$ cat src/rtl/uart_cmd_link.sv
// uart_cmd_link: serial command link made of a UART transmitter, a UART
// receiver and a command assembler that packs NUM_BYTES received bytes
// (first byte in the MSBs) into one command word.
//
// Ports:
//   clk, rst_n   system clock, asynchronous active-low reset
//   RX           serial input (asynchronous, idles high)
//   TX           serial output (idles high)
//   trmt         one-cycle strobe: transmit tx_data (ignored while busy)
//   tx_data      byte to transmit
//   tx_done      high from the end of a stop bit until the next accepted trmt
//   clr_cmd_rdy  consumer acknowledge for cmd_rdy
//   cmd          assembled command word
//   cmd_rdy      cmd holds a fresh, complete command
//   frm_err      one-cycle pulse: received byte had a low stop bit
//   timeout      one-cycle pulse: partial command dropped after idle gap
//
// Handshake: cmd_rdy rises the cycle after the final stop-bit sample and
// stays high until the cycle after clr_cmd_rdy or until the first byte of
// the next command is accepted; a completion in the same cycle as
// clr_cmd_rdy leaves cmd_rdy high. trmt is accepted only while the
// transmitter is idle.
module uart_cmd_link #(
  parameter int BAUD_DIV    = 2604,
  parameter int NUM_BYTES   = 3,
  parameter int TIMEOUT_CYC = 20 * BAUD_DIV
) (
  input  logic                   clk,
  input  logic                   rst_n,
  input  logic                   RX,
  output logic                   TX,
  input  logic                   trmt,
  input  logic [7:0]             tx_data,
  output logic                   tx_done,
  input  logic                   clr_cmd_rdy,
  output logic [8*NUM_BYTES-1:0] cmd,
  output logic                   cmd_rdy,
  output logic                   frm_err,
  output logic                   timeout
);

  localparam int CW  = 8 * NUM_BYTES;
  localparam int BCW = $clog2(BAUD_DIV);
  localparam int NCW = $clog2(NUM_BYTES + 1);
  localparam int TCW = $clog2(TIMEOUT_CYC);

  localparam logic [BCW-1:0] BAUD_M1 = BCW'(BAUD_DIV - 1);
  localparam logic [BCW-1:0] HALF_M1 = BCW'(BAUD_DIV / 2 - 1);
  localparam logic [NCW-1:0] LAST_IX = NCW'(NUM_BYTES - 1);
  localparam logic [TCW-1:0] TMO_M1  = TCW'(TIMEOUT_CYC - 1);

  // RX_RESYNC waits for the line to return high after a framing error so
  // that a stuck-low or misaligned line cannot start a bogus frame.
  typedef enum logic [2:0] {
    RX_IDLE, RX_START, RX_DATA, RX_STOP, RX_RESYNC
  } rx_state_t;

  typedef enum logic [1:0] {
    TX_IDLE, TX_START, TX_DATA, TX_STOP
  } tx_state_t;

  // RX synchroniser and edge-detect history, preset to the idle level
  logic rx_s1_q, rx_s2_q, rx_prev_q;

  rx_state_t      rx_state_q, rx_state_d;
  logic [BCW-1:0] rx_cnt_q, rx_cnt_d;
  logic [2:0]     rx_bit_q, rx_bit_d;
  logic [7:0]     rx_shift_q, rx_shift_d;

  logic [NCW-1:0] byte_cnt_q, byte_cnt_d;
  logic [CW-1:0]  cmd_buf_q, cmd_buf_d;
  logic [CW-1:0]  cmd_q, cmd_d;
  logic           cmd_rdy_q, cmd_rdy_d;
  logic           frm_err_q, frm_err_d;
  logic           timeout_q, timeout_d;
  logic [TCW-1:0] tmo_cnt_q, tmo_cnt_d;

  tx_state_t      tx_state_q, tx_state_d;
  logic [BCW-1:0] tx_cnt_q, tx_cnt_d;
  logic [2:0]     tx_bit_q, tx_bit_d;
  logic [7:0]     tx_shift_q, tx_shift_d;
  logic           tx_q, tx_d;
  logic           tx_done_q, tx_done_d;

  logic rx_fall;
  logic byte_ok;

  assign rx_fall = rx_prev_q & ~rx_s2_q;

  // Receiver and assembler next-state logic
  always_comb begin
    rx_state_d = rx_state_q;
    rx_cnt_d   = rx_cnt_q;
    rx_bit_d   = rx_bit_q;
    rx_shift_d = rx_shift_q;
    byte_cnt_d = byte_cnt_q;
    cmd_buf_d  = cmd_buf_q;
    cmd_d      = cmd_q;
    cmd_rdy_d  = cmd_rdy_q;
    frm_err_d  = 1'b0;
    timeout_d  = 1'b0;
    tmo_cnt_d  = tmo_cnt_q;
    byte_ok    = 1'b0;

    case (rx_state_q)
      RX_IDLE: begin
        rx_cnt_d = '0;
        if (rx_fall) rx_state_d = RX_START;
      end
      RX_START: begin
        // Resample mid start bit; a high line here was a glitch.
        if (rx_cnt_q == HALF_M1) begin
          rx_cnt_d = '0;
          rx_bit_d = '0;
          rx_state_d = rx_s2_q ? RX_IDLE : RX_DATA;
        end else begin
          rx_cnt_d = rx_cnt_q + 1'b1;
        end
      end
      RX_DATA: begin
        if (rx_cnt_q == BAUD_M1) begin
          rx_cnt_d   = '0;
          rx_shift_d = {rx_s2_q, rx_shift_q[7:1]};
          if (rx_bit_q == 3'd7) rx_state_d = RX_STOP;
          else                  rx_bit_d   = rx_bit_q + 1'b1;
        end else begin
          rx_cnt_d = rx_cnt_q + 1'b1;
        end
      end
      RX_STOP: begin
        if (rx_cnt_q == BAUD_M1) begin
          rx_cnt_d = '0;
          if (rx_s2_q) begin
            byte_ok    = 1'b1;
            rx_state_d = RX_IDLE;
          end else begin
            frm_err_d  = 1'b1;
            byte_cnt_d = '0;
            rx_state_d = RX_RESYNC;
          end
        end else begin
          rx_cnt_d = rx_cnt_q + 1'b1;
        end
      end
      RX_RESYNC: begin
        if (rx_s2_q) rx_state_d = RX_IDLE;
      end
      default: rx_state_d = RX_IDLE;
    endcase

    // Clear requests first so that a completion below overrides them.
    if (clr_cmd_rdy) cmd_rdy_d = 1'b0;

    // Each byte lands in its slot by position; since slots fill in order
    // 0..NUM_BYTES-1 this matches an MSB-first shift register.
    if (byte_ok) begin
      for (int i = 0; i < NUM_BYTES; i++) begin
        if (byte_cnt_q == NCW'(i)) cmd_buf_d[CW-1-8*i -: 8] = rx_shift_q;
      end
      if (byte_cnt_q == '0) cmd_rdy_d = 1'b0;
      if (byte_cnt_q == LAST_IX) begin
        cmd_d      = cmd_buf_d;
        cmd_rdy_d  = 1'b1;
        byte_cnt_d = '0;
      end else begin
        byte_cnt_d = byte_cnt_q + 1'b1;
      end
    end

    // Inter-byte timeout: only counts idle line time inside a partial
    // command; leaving IDLE (start bit seen) reloads it.
    if (rx_state_q == RX_IDLE && byte_cnt_q != '0) begin
      if (tmo_cnt_q == TMO_M1) begin
        tmo_cnt_d  = '0;
        timeout_d  = 1'b1;
        byte_cnt_d = '0;
      end else begin
        tmo_cnt_d = tmo_cnt_q + 1'b1;
      end
    end else begin
      tmo_cnt_d = '0;
    end
  end

  // Transmitter next-state logic; TX is registered so the line is glitch-free
  always_comb begin
    tx_state_d = tx_state_q;
    tx_cnt_d   = tx_cnt_q;
    tx_bit_d   = tx_bit_q;
    tx_shift_d = tx_shift_q;
    tx_d       = tx_q;
    tx_done_d  = tx_done_q;

    case (tx_state_q)
      TX_IDLE: begin
        tx_d     = 1'b1;
        tx_cnt_d = '0;
        if (trmt) begin
          tx_shift_d = tx_data;
          tx_done_d  = 1'b0;
          tx_d       = 1'b0;
          tx_state_d = TX_START;
        end
      end
      TX_START: begin
        if (tx_cnt_q == BAUD_M1) begin
          tx_cnt_d   = '0;
          tx_bit_d   = '0;
          tx_d       = tx_shift_q[0];
          tx_state_d = TX_DATA;
        end else begin
          tx_cnt_d = tx_cnt_q + 1'b1;
        end
      end
      TX_DATA: begin
        if (tx_cnt_q == BAUD_M1) begin
          tx_cnt_d = '0;
          if (tx_bit_q == 3'd7) begin
            tx_d       = 1'b1;
            tx_state_d = TX_STOP;
          end else begin
            tx_bit_d   = tx_bit_q + 1'b1;
            tx_d       = tx_shift_q[1];
            tx_shift_d = {1'b0, tx_shift_q[7:1]};
          end
        end else begin
          tx_cnt_d = tx_cnt_q + 1'b1;
        end
      end
      TX_STOP: begin
        if (tx_cnt_q == BAUD_M1) begin
          tx_cnt_d   = '0;
          tx_done_d  = 1'b1;
          tx_state_d = TX_IDLE;
        end else begin
          tx_cnt_d = tx_cnt_q + 1'b1;
        end
      end
      default: tx_state_d = TX_IDLE;
    endcase
  end

  always_ff @(posedge clk or negedge rst_n) begin
    if (!rst_n) begin
      rx_s1_q    <= 1'b1;
      rx_s2_q    <= 1'b1;
      rx_prev_q  <= 1'b1;
      rx_state_q <= RX_IDLE;
      rx_cnt_q   <= '0;
      rx_bit_q   <= '0;
      rx_shift_q <= '0;
      byte_cnt_q <= '0;
      cmd_buf_q  <= '0;
      cmd_q      <= '0;
      cmd_rdy_q  <= 1'b0;
      frm_err_q  <= 1'b0;
      timeout_q  <= 1'b0;
      tmo_cnt_q  <= '0;
      tx_state_q <= TX_IDLE;
      tx_cnt_q   <= '0;
      tx_bit_q   <= '0;
      tx_shift_q <= '0;
      tx_q       <= 1'b1;
      tx_done_q  <= 1'b0;
    end else begin
      rx_s1_q    <= RX;
      rx_s2_q    <= rx_s1_q;
      rx_prev_q  <= rx_s2_q;
      rx_state_q <= rx_state_d;
      rx_cnt_q   <= rx_cnt_d;
      rx_bit_q   <= rx_bit_d;
      rx_shift_q <= rx_shift_d;
      byte_cnt_q <= byte_cnt_d;
      cmd_buf_q  <= cmd_buf_d;
      cmd_q      <= cmd_d;
      cmd_rdy_q  <= cmd_rdy_d;
      frm_err_q  <= frm_err_d;
      timeout_q  <= timeout_d;
      tmo_cnt_q  <= tmo_cnt_d;
      tx_state_q <= tx_state_d;
      tx_cnt_q   <= tx_cnt_d;
      tx_bit_q   <= tx_bit_d;
      tx_shift_q <= tx_shift_d;
      tx_q       <= tx_d;
      tx_done_q  <= tx_done_d;
    end
  end

  assign TX      = tx_q;
  assign tx_done = tx_done_q;
  assign cmd     = cmd_q;
  assign cmd_rdy = cmd_rdy_q;
  assign frm_err = frm_err_q;
  assign timeout = timeout_q;

endmodule

$ cat config.mk
export PLATFORM = sky130hd
export DESIGN_NAME = uart_cmd_link
export DESIGN_NICKNAME = d
export VERILOG_FILES = /design/src/rtl/uart_cmd_link.sv
export SDC_FILE = /design/constraint.sdc
export NUM_CORES = 1
export LEC_CHECK = 0
export ABC_CLOCK_PERIOD_IN_PS = 4700
export CAP_MARGIN = 20
export CORE_MARGIN = 2
export CORE_UTILIZATION = 55
export CTS_CLUSTER_DIAMETER = 60
export CTS_CLUSTER_SIZE = 10
export DETAILED_ROUTE_END_ITERATION = 10
export PLACE_DENSITY_LB_ADDON = 0.12
export SLEW_MARGIN = 5
export SYNTH_ARGS = -nofsm -noshare
export SYNTH_HDL_FRONTEND = slang
export SYNTH_SLANG_ARGS = --single-unit
$ cat constraint.sdc
create_clock -name clk -period 4.7 [get_ports clk]
set_clock_uncertainty 0.05 [all_clocks]
set_input_delay 1.175 -clock clk [delete_from_list [all_inputs] [get_ports clk]]
set_output_delay 1.175 -clock clk [all_outputs]
set_load 0.02 [all_outputs]
==> summary.md, run 1 <==
| Metric | Value |
|---|---|
| DRC | 0 |
| H-tree Lvls | 4 |
| Yosys warning count | 0 |
| MaxCap Viol Count | 0 |
| Site Rows | 36 |
| IO Pins | 42 |
| Critical Path End Type | output pin |
| Reg2reg setup slack | 2050 ps |
| Total negative slack | 0 ps |
| Post-synthesis sequential area ratio | 53.71% |
| Die height | 103.6 µm |
| Cells after synthesis | 465 |
| Final Hold Viols | 0 |
| Post-route ant nets | 0 |
| CP Max Fanout | 2 |
| First-pass DRT Iterations | 4 |
| Static leakage | 2.935 nW |
| Bufs on Longest Clock Path | 2 |
| CTS Buf Count | 17 |
| Gates resized, CTS repair | 0 |
| WP depth | 1 |
| Crit path DAT | 1670 ps |
| RSZ-0062 raised after global routing | no |
| DR iter-0 viols | 134 |
| Total GRT Usage | 21.42% |
| CTS Sinks | 117 |
| Worst-case reg-to-reg path depth | 4 |
| Area Overhead vs Synth | 21.38% |
| Root buffer cell | clkbuf_8 |
| Worst r2r src | rx_state_q[2]$_DFFE_PN0P_ |
| Status | finished clean |
| Pwr Density | 399.0 nW/µm² |
| Flop and latch count out of synthesis | 117 |
| Die area | 10740 µm² |
| Routed len/inst | 15.84 µm |
| DR vias/cell | 5.527 |
| Die Wd | 103.6 µm |
| Ys flop type | dfrtp_1 |
| Initial core utilization | 56.38% |
| Final worst path period share | 61.66% |
| F_max | 345.1 MHz |
| Clock-pin slew on the worst setup and hold paths | 60 ps |
| First-pass GRT wire length | 18.50 mm |
| Area of the mapped netlist | 5460 µm² |
| Final nets | 538 |
| Headroom to the max-slew limit | 35.82% |
| Initial antenna violation count | 0 |
| Post-Syn Nets | 490 |
| WP buf/inv | 1 |
| Detail Placement HPWL | 6.808 mm |
| HP Class | reg -> reg |
| Post-CTS setup repair buffer count | 0 |
| Routed WL | 10.44 mm |
| CP required | 3470 ps |
| Top delay family on crit path | buffers and inverters |
| Avg Cell Area, Syn | 11.74 µm² |
| Max Slew Vio Count | 0 |
| Number of library cell types mapped by synthesis | 56 |
| CTS tree | yes |
| Period minus WS final | 2898 ps |
| Cell Chain, Critical Path | clkdlybuf4s50_1 |
| Async SR Flop Fraction | 100.0% |
| Max incr delay on CP | 620 ps |
| Tot Pwr | 2.644 mW |
| Hold path depth | 0 |
| Largest net degree at the start of global routing | 66 |
| Critical-path top delay cell | clkdlybuf4s50_1 |
| Final setup viols | 0 |
| RR Endpoint | rx_cnt_q[4]$_DFFE_PN0P_ |
| Worst Setup EP | TX |
| Transition time of the tightest slew-check pin | 950.2 ps |
| Core ar. | 9684 µm² |
| Most common cell after layout, fill and taps aside | dfrtp_1 |
| Setup crit start kind | register |
| Commonest cells after routing, fill and taps aside | dfrtp_1, mux2_2, clkdlybuf4s50_1 |
| Via count | 3642 |
| Critical Path Source | TX$_DFFE_PN1P_ |
| Hold Buf Count CTS | 0 |
| Number of global-route vias before repair | 3713 |
| Input/output buffers | 41 |
| Number of flops mapped to enable cells by yosys | 0 |
| Placer Congestion | 0.8602 |
| Setup CP Type | reg -> out |
| Clk_lat worst skew | 530 ps |
| Share of cells above drive strength 1 | 21.86% |
| VDD IR-drop max | 0.2965 mV |
| # diodes | 0 |
| Global route overflow | 0 |
## logic make-up (layout without fill, tap and decap cells)
| group | Yosys count | in the layout | share of synthesized area [%] |
|---|---|---|---|
| XOR/XNOR | 26 | 26 | 4.171 |
| adder cells (fa/ha/maj) | 12 | 12 | 2.750 |
| AO/OA/AOI/OAI | 54 | 54 | 6.370 |
| AND/OR/NAND/NOR | 154 | 154 | 15.22 |
| buffers and inverters | 34 | 95 | 2.773 |
| flip-flops | 117 | 117 | 53.71 |
| multiplexers | 68 | 68 | 15.01 |
## worst min path at each step
stage / to / slack (ps) / from
after global routing: rx_s2_q$_DFF_PN1_ / 310 / rx_s1_q$_DFF_PN1_
after floorplan: rx_s2_q$_DFF_PN1_ / 300 / rx_s1_q$_DFF_PN1_
after CTS: rx_s2_q$_DFF_PN1_ / 310 / rx_s1_q$_DFF_PN1_
after global placement: rx_s2_q$_DFF_PN1_ / 310 / rx_s1_q$_DFF_PN1_
after detailed placement: rx_s2_q$_DFF_PN1_ / 300 / rx_s1_q$_DFF_PN1_
final: rx_s2_q$_DFF_PN1_ / 310 / rx_s1_q$_DFF_PN1_
## synthesized netlist by cell type (3+ instances only)
library cell | count | share of area (%)
dfrtp_1 | 113 | 52
mux2_2 | 46 | 9.5
nor2_1 | 38 | 2.6
nand2_1 | 37 | 2.5
xnor2_1 | 19 | 3.0
o21ai_0 | 18 | 1.6
inv_1 | 17 | 1.2
mux2_4 | 16 | 4.4
nand3_1 | 14 | 1.3
ha_1 | 12 | 2.7
a21oi_1 | 11 | 1.0
nor3_1 | 11 | 1.0
nand4_1 | 9 | 1.0
clkbuf_1 | 8 | 0.55
xor2_1 | 7 | 1.1
nor2b_1 | 6 | 0.69
nor4_1 | 6 | 0.69
buf_4 | 5 | 0.69
mux2i_1 | 5 | 0.92
or3_1 | 5 | 0.57
buf_2 | 4 | 0.37
dfstp_2 | 4 | 1.9
nand2b_1 | 4 | 0.46
o22ai_1 | 4 | 0.46
a22o_1 | 3 | 0.48
and3_1 | 3 | 0.34
nor4bb_1 | 3 | 0.55
o211ai_1 | 3 | 0.41
## cell type report
type	instances	area [µm²]
Multi-Input combinational cell	314	2382
Timing Repair Buffer	46	465.4
Tap cell	133	166.4
Clock buffer	17	414.1
Fill cell	704	3057
Inverter	17	63.81
Clock inverter	15	202.7
Sequential cell	117	2933
## power by group
part | total, mW | internal, mW | switching [mW]
Clock | 1.33 | 0.864 | 0.469
Combinational | 0.187 | 0.0889 | 0.0983
Sequential | 1.12 | 1.06 | 0.0687
## flip-flops by register name, indices dropped and copies added, names as in the netlist
register,count
tmo_cnt_q,16
cmd_rdy,1
tx_shift_q,8
cmd_buf_q,16
rx_bit_q,3
byte_cnt_q,2
timeout,1
rx_prev_q,1
tx_state_q,2
TX,1
rx_shift_q,8
tx_bit_q,3
tx_done,1
frm_err,1
tx_cnt_q,12
rx_state_q,3
rx_cnt_q,12
cmd,24
rx_s1_q,1
rx_s2_q,1
## through the flow
step           hold WS (ps)  instances  utilization, %  area (µm²)  setup slack [ps]
2_1_floorplan         295.2        465               -        5460              2463
3_3_place_gp          305.8        625           61.71        5976              1970
3_5_place_dp          300.9        625           61.71        5976              1913
4_1_cts               309.8        657           68.07        6593              1787
5_1_grt               314.0        659           68.44        6628              1768
6_report              308.2        659           68.44        6628              1802
## routing by layer
layer,vias up,GRT usage [%],routed length [µm]
met2,76,33.59,5036
met5,-,0,0
met4,0,9.073,190
met3,19,5.664,427
met1,1801,28.42,4784
li1,1746,-,-
Note: power is estimated with default switching activity, not from simulation.
==> run 2, diff against run 1 <==
Settings changed: ABC_CLOCK_PERIOD_IN_PS 4700 to 2600, CORE_UTILIZATION 55 to 52.
Clock period 4.7 ns to 2.6 ns, I/O delays scaled along.
==> run 2 against run 1 <==
  * Total power up 82%
  * First-iteration DRC count up 9.7%
  * Routed wire length down 2.2%
  * Highest routed layer unchanged
  * Critical path depth up 4
==> summary.md, run 2 (synthesis results as in run 1) <==
| Metric | Value |
|---|---|
| Status | finished clean (unchanged) |
| Die Wd | 106.5 µm (was 103.6 µm) |
| Site Rows | 37 (was 36) |
| Final std cells w/o fill | 669 (was 659) |
| H-tree Lvls | 4 (unchanged) |
| HP Class | in -> async (was reg -> reg) |
| PnR worst setup slack | 242.3 ps (was 1802 ps) |
| Post-route ant nets | 0 (unchanged) |
| Gates resized, CTS repair | 0 (unchanged) |
| DRC | 0 (unchanged) |
| Transition time of the tightest slew-check pin | 627.4 ps (was 950.2 ps) |
| CP Max Fanout | 9 (was 2) |
| Core ar. | 10280 µm² (was 9684 µm²) |
| Via count | 3683 (was 3642) |
| Fillers | 809 (was 704) |
| Largest net degree at the start of global routing | 44 (was 66) |
| F_max | 424.1 MHz |
| Final core utilization | 65.14% (was 68.44%) |
| Worst-case reg-to-reg path depth | 5 (was 4) |
| Crit path DAT | 2710 ps (was 1670 ps) |
| VDD IR-drop max | 0.3727 mV (was 0.2965 mV) |
| Reg2reg setup slack | 240 ps (was 2050 ps) |
| Pwr Density | 718.6 nW/µm² (was 399.0 nW/µm²) |
| CTS Buf Count | 17 (unchanged) |
| Share of cells above drive strength 1 | 22.70% (was 21.86%) |
| Worst Setup EP | cmd_buf_q[13]$_DFFE_PN0N_ (was TX) |
| CP required | 2950 ps (was 3470 ps) |
| CTS Sinks | 117 (unchanged) |
| Input/output buffers | 41 (unchanged) |
| Headroom to the max-slew limit | 58.18% (was 35.82%) |
| First-pass DRT Iterations | 4 (unchanged) |
| Initial core utilization | 53.13% (was 56.38%) |
| MaxCap Viol Count | 0 (unchanged) |
| Max reg flops | 24 (unchanged) |
| Static leakage | 2.976 nW (was 2.935 nW) |
| Placer Congestion | 0.8030 (was 0.8602) |
| RSZ-0062 raised after global routing | no (unchanged) |
| Number of global-route vias before repair | 3618 (was 3713) |
| CTS tree | yes (unchanged) |
| Final Hold Viols | 0 (unchanged) |
| Placement Setup Slack | 269.4 ps (was 1913 ps) |
| Tot Pwr | 4.811 mW (was 2.644 mW) |
| Period minus WS final | 2358 ps |
| First-pass GRT wire length | 17.24 mm (was 18.50 mm) |
| Die area | 11340 µm² (was 10740 µm²) |
| Global route overflow | 0 (unchanged) |
| Placed Cells | 637 (was 625) |
| Fin Hold WS | 66.03 ps (was 308.2 ps) |
| Post-DP Area | 6072 µm² (was 5976 µm²) |
| Post-CTS setup repair buffer count | 0 (unchanged) |
| IO Pins | 42 (unchanged) |
| DR vias/cell | 5.505 (was 5.527) |
| Root buffer cell | clkbuf_8 (unchanged) |
| Area Overhead vs Synth | 22.62% (was 21.38%) |
| Critical Path Source | rx_cnt_q[0]$_DFFE_PN0P_ (was TX$_DFFE_PN1P_) |
| Final nets | 545 (was 538) |
| Initial antenna violation count | 0 (unchanged) |
| Clk_lat worst skew | 520 ps (was 530 ps) |
| # diodes | 0 (unchanged) |
| Bufs on Longest Clock Path | 2 (unchanged) |
| DR iter-0 viols | 147 (was 134) |
| Routed WL | 10.21 mm (was 10.44 mm) |
| Total negative slack | 0 ps (unchanged) |
| Most common cell after layout, fill and taps aside | dfrtp_1 (unchanged) |
| Finished layout cell area | 6695 µm² (was 6628 µm²) |
| Hold Buf Count CTS | 0 (unchanged) |
| Commonest cells after routing, fill and taps aside | dfrtp_1, mux2_2, clkdlybuf4s50_1 (unchanged) |
| Final setup viols | 0 (unchanged) |
| RR Endpoint | cmd_buf_q[13]$_DFFE_PN0N_ (was rx_cnt_q[4]$_DFFE_PN0P_) |
| Die height | 106.5 µm (was 103.6 µm) |
| Routed len/inst | 15.27 µm (was 15.84 µm) |
| Setup crit start kind | register (unchanged) |
| Worst r2r src | rx_cnt_q[0]$_DFFE_PN0P_ (was rx_state_q[2]$_DFFE_PN0P_) |
| Total GRT Usage | 19.48% (was 21.42%) |
| Final worst path period share | 90.68% |
| Detail Placement HPWL | 6.861 mm (was 6.808 mm) |
| Clock-pin slew on the worst setup and hold paths | 60 ps (about the same) |
| Critical Path End Type | register (was output pin) |
| Max Slew Vio Count | 0 (unchanged) |
| Setup CP Type | reg -> reg (was reg -> out) |
-- run 2: area by class of cell --
type | count | area, µm² | area share [%]
Clock inverter | 12 | 177.7 | 2.654
Inverter | 17 | 63.81 | 0.9531
Clock buffer | 20 | 445.4 | 6.653
Multi-Input combinational cell | 314 | 2382 | 35.58
Sequential cell | 117 | 2933 | 43.80
Tap cell | 136 | 170.2 | 2.542
Timing Repair Buffer | 53 | 523.0 | 7.812
-- run 2: per-layer routing --
| layer | up-vias | part of all wire (%) | GRT usage, % |
|---|---|---|---|
| met3 | 22 | 3.5 | 4.660 |
| met2 | 85 | 50 | 31.78 |
| met1 | 1813 | 45 | 24.47 |
| li1 | 1763 | - | - |
| met5 | - | 0 | 0 |
| met4 | 0 | 2.3 | 9.369 |
-- run 2: where the power goes --
group	switching [mW]	internal, mW	total [mW]
sequential	0.126	1.91	2.03
combinational	0.179	0.169	0.349
clock	0.824	1.60	2.43
-- run 2: worst min path at each step --
stage,to,slack (ps)
after floorplan,byte_cnt_q[0]$_DFF_PN0_,300
after global placement,rx_s2_q$_DFF_PN1_,300
after detailed placement,rx_s2_q$_DFF_PN1_,300
after CTS,tmo_cnt_q[12]$_DFF_PN0_,80
after global routing,tmo_cnt_q[12]$_DFF_PN0_,110
final,tmo_cnt_q[12]$_DFF_PN0_,70
-- run 2: critical path: stages (launching register included) --
cell and delay, ps:
dfrtp_1 450, ha_1 290, and4bb_2 330, nand4_4 110, or3_1 620, mux2_4 390
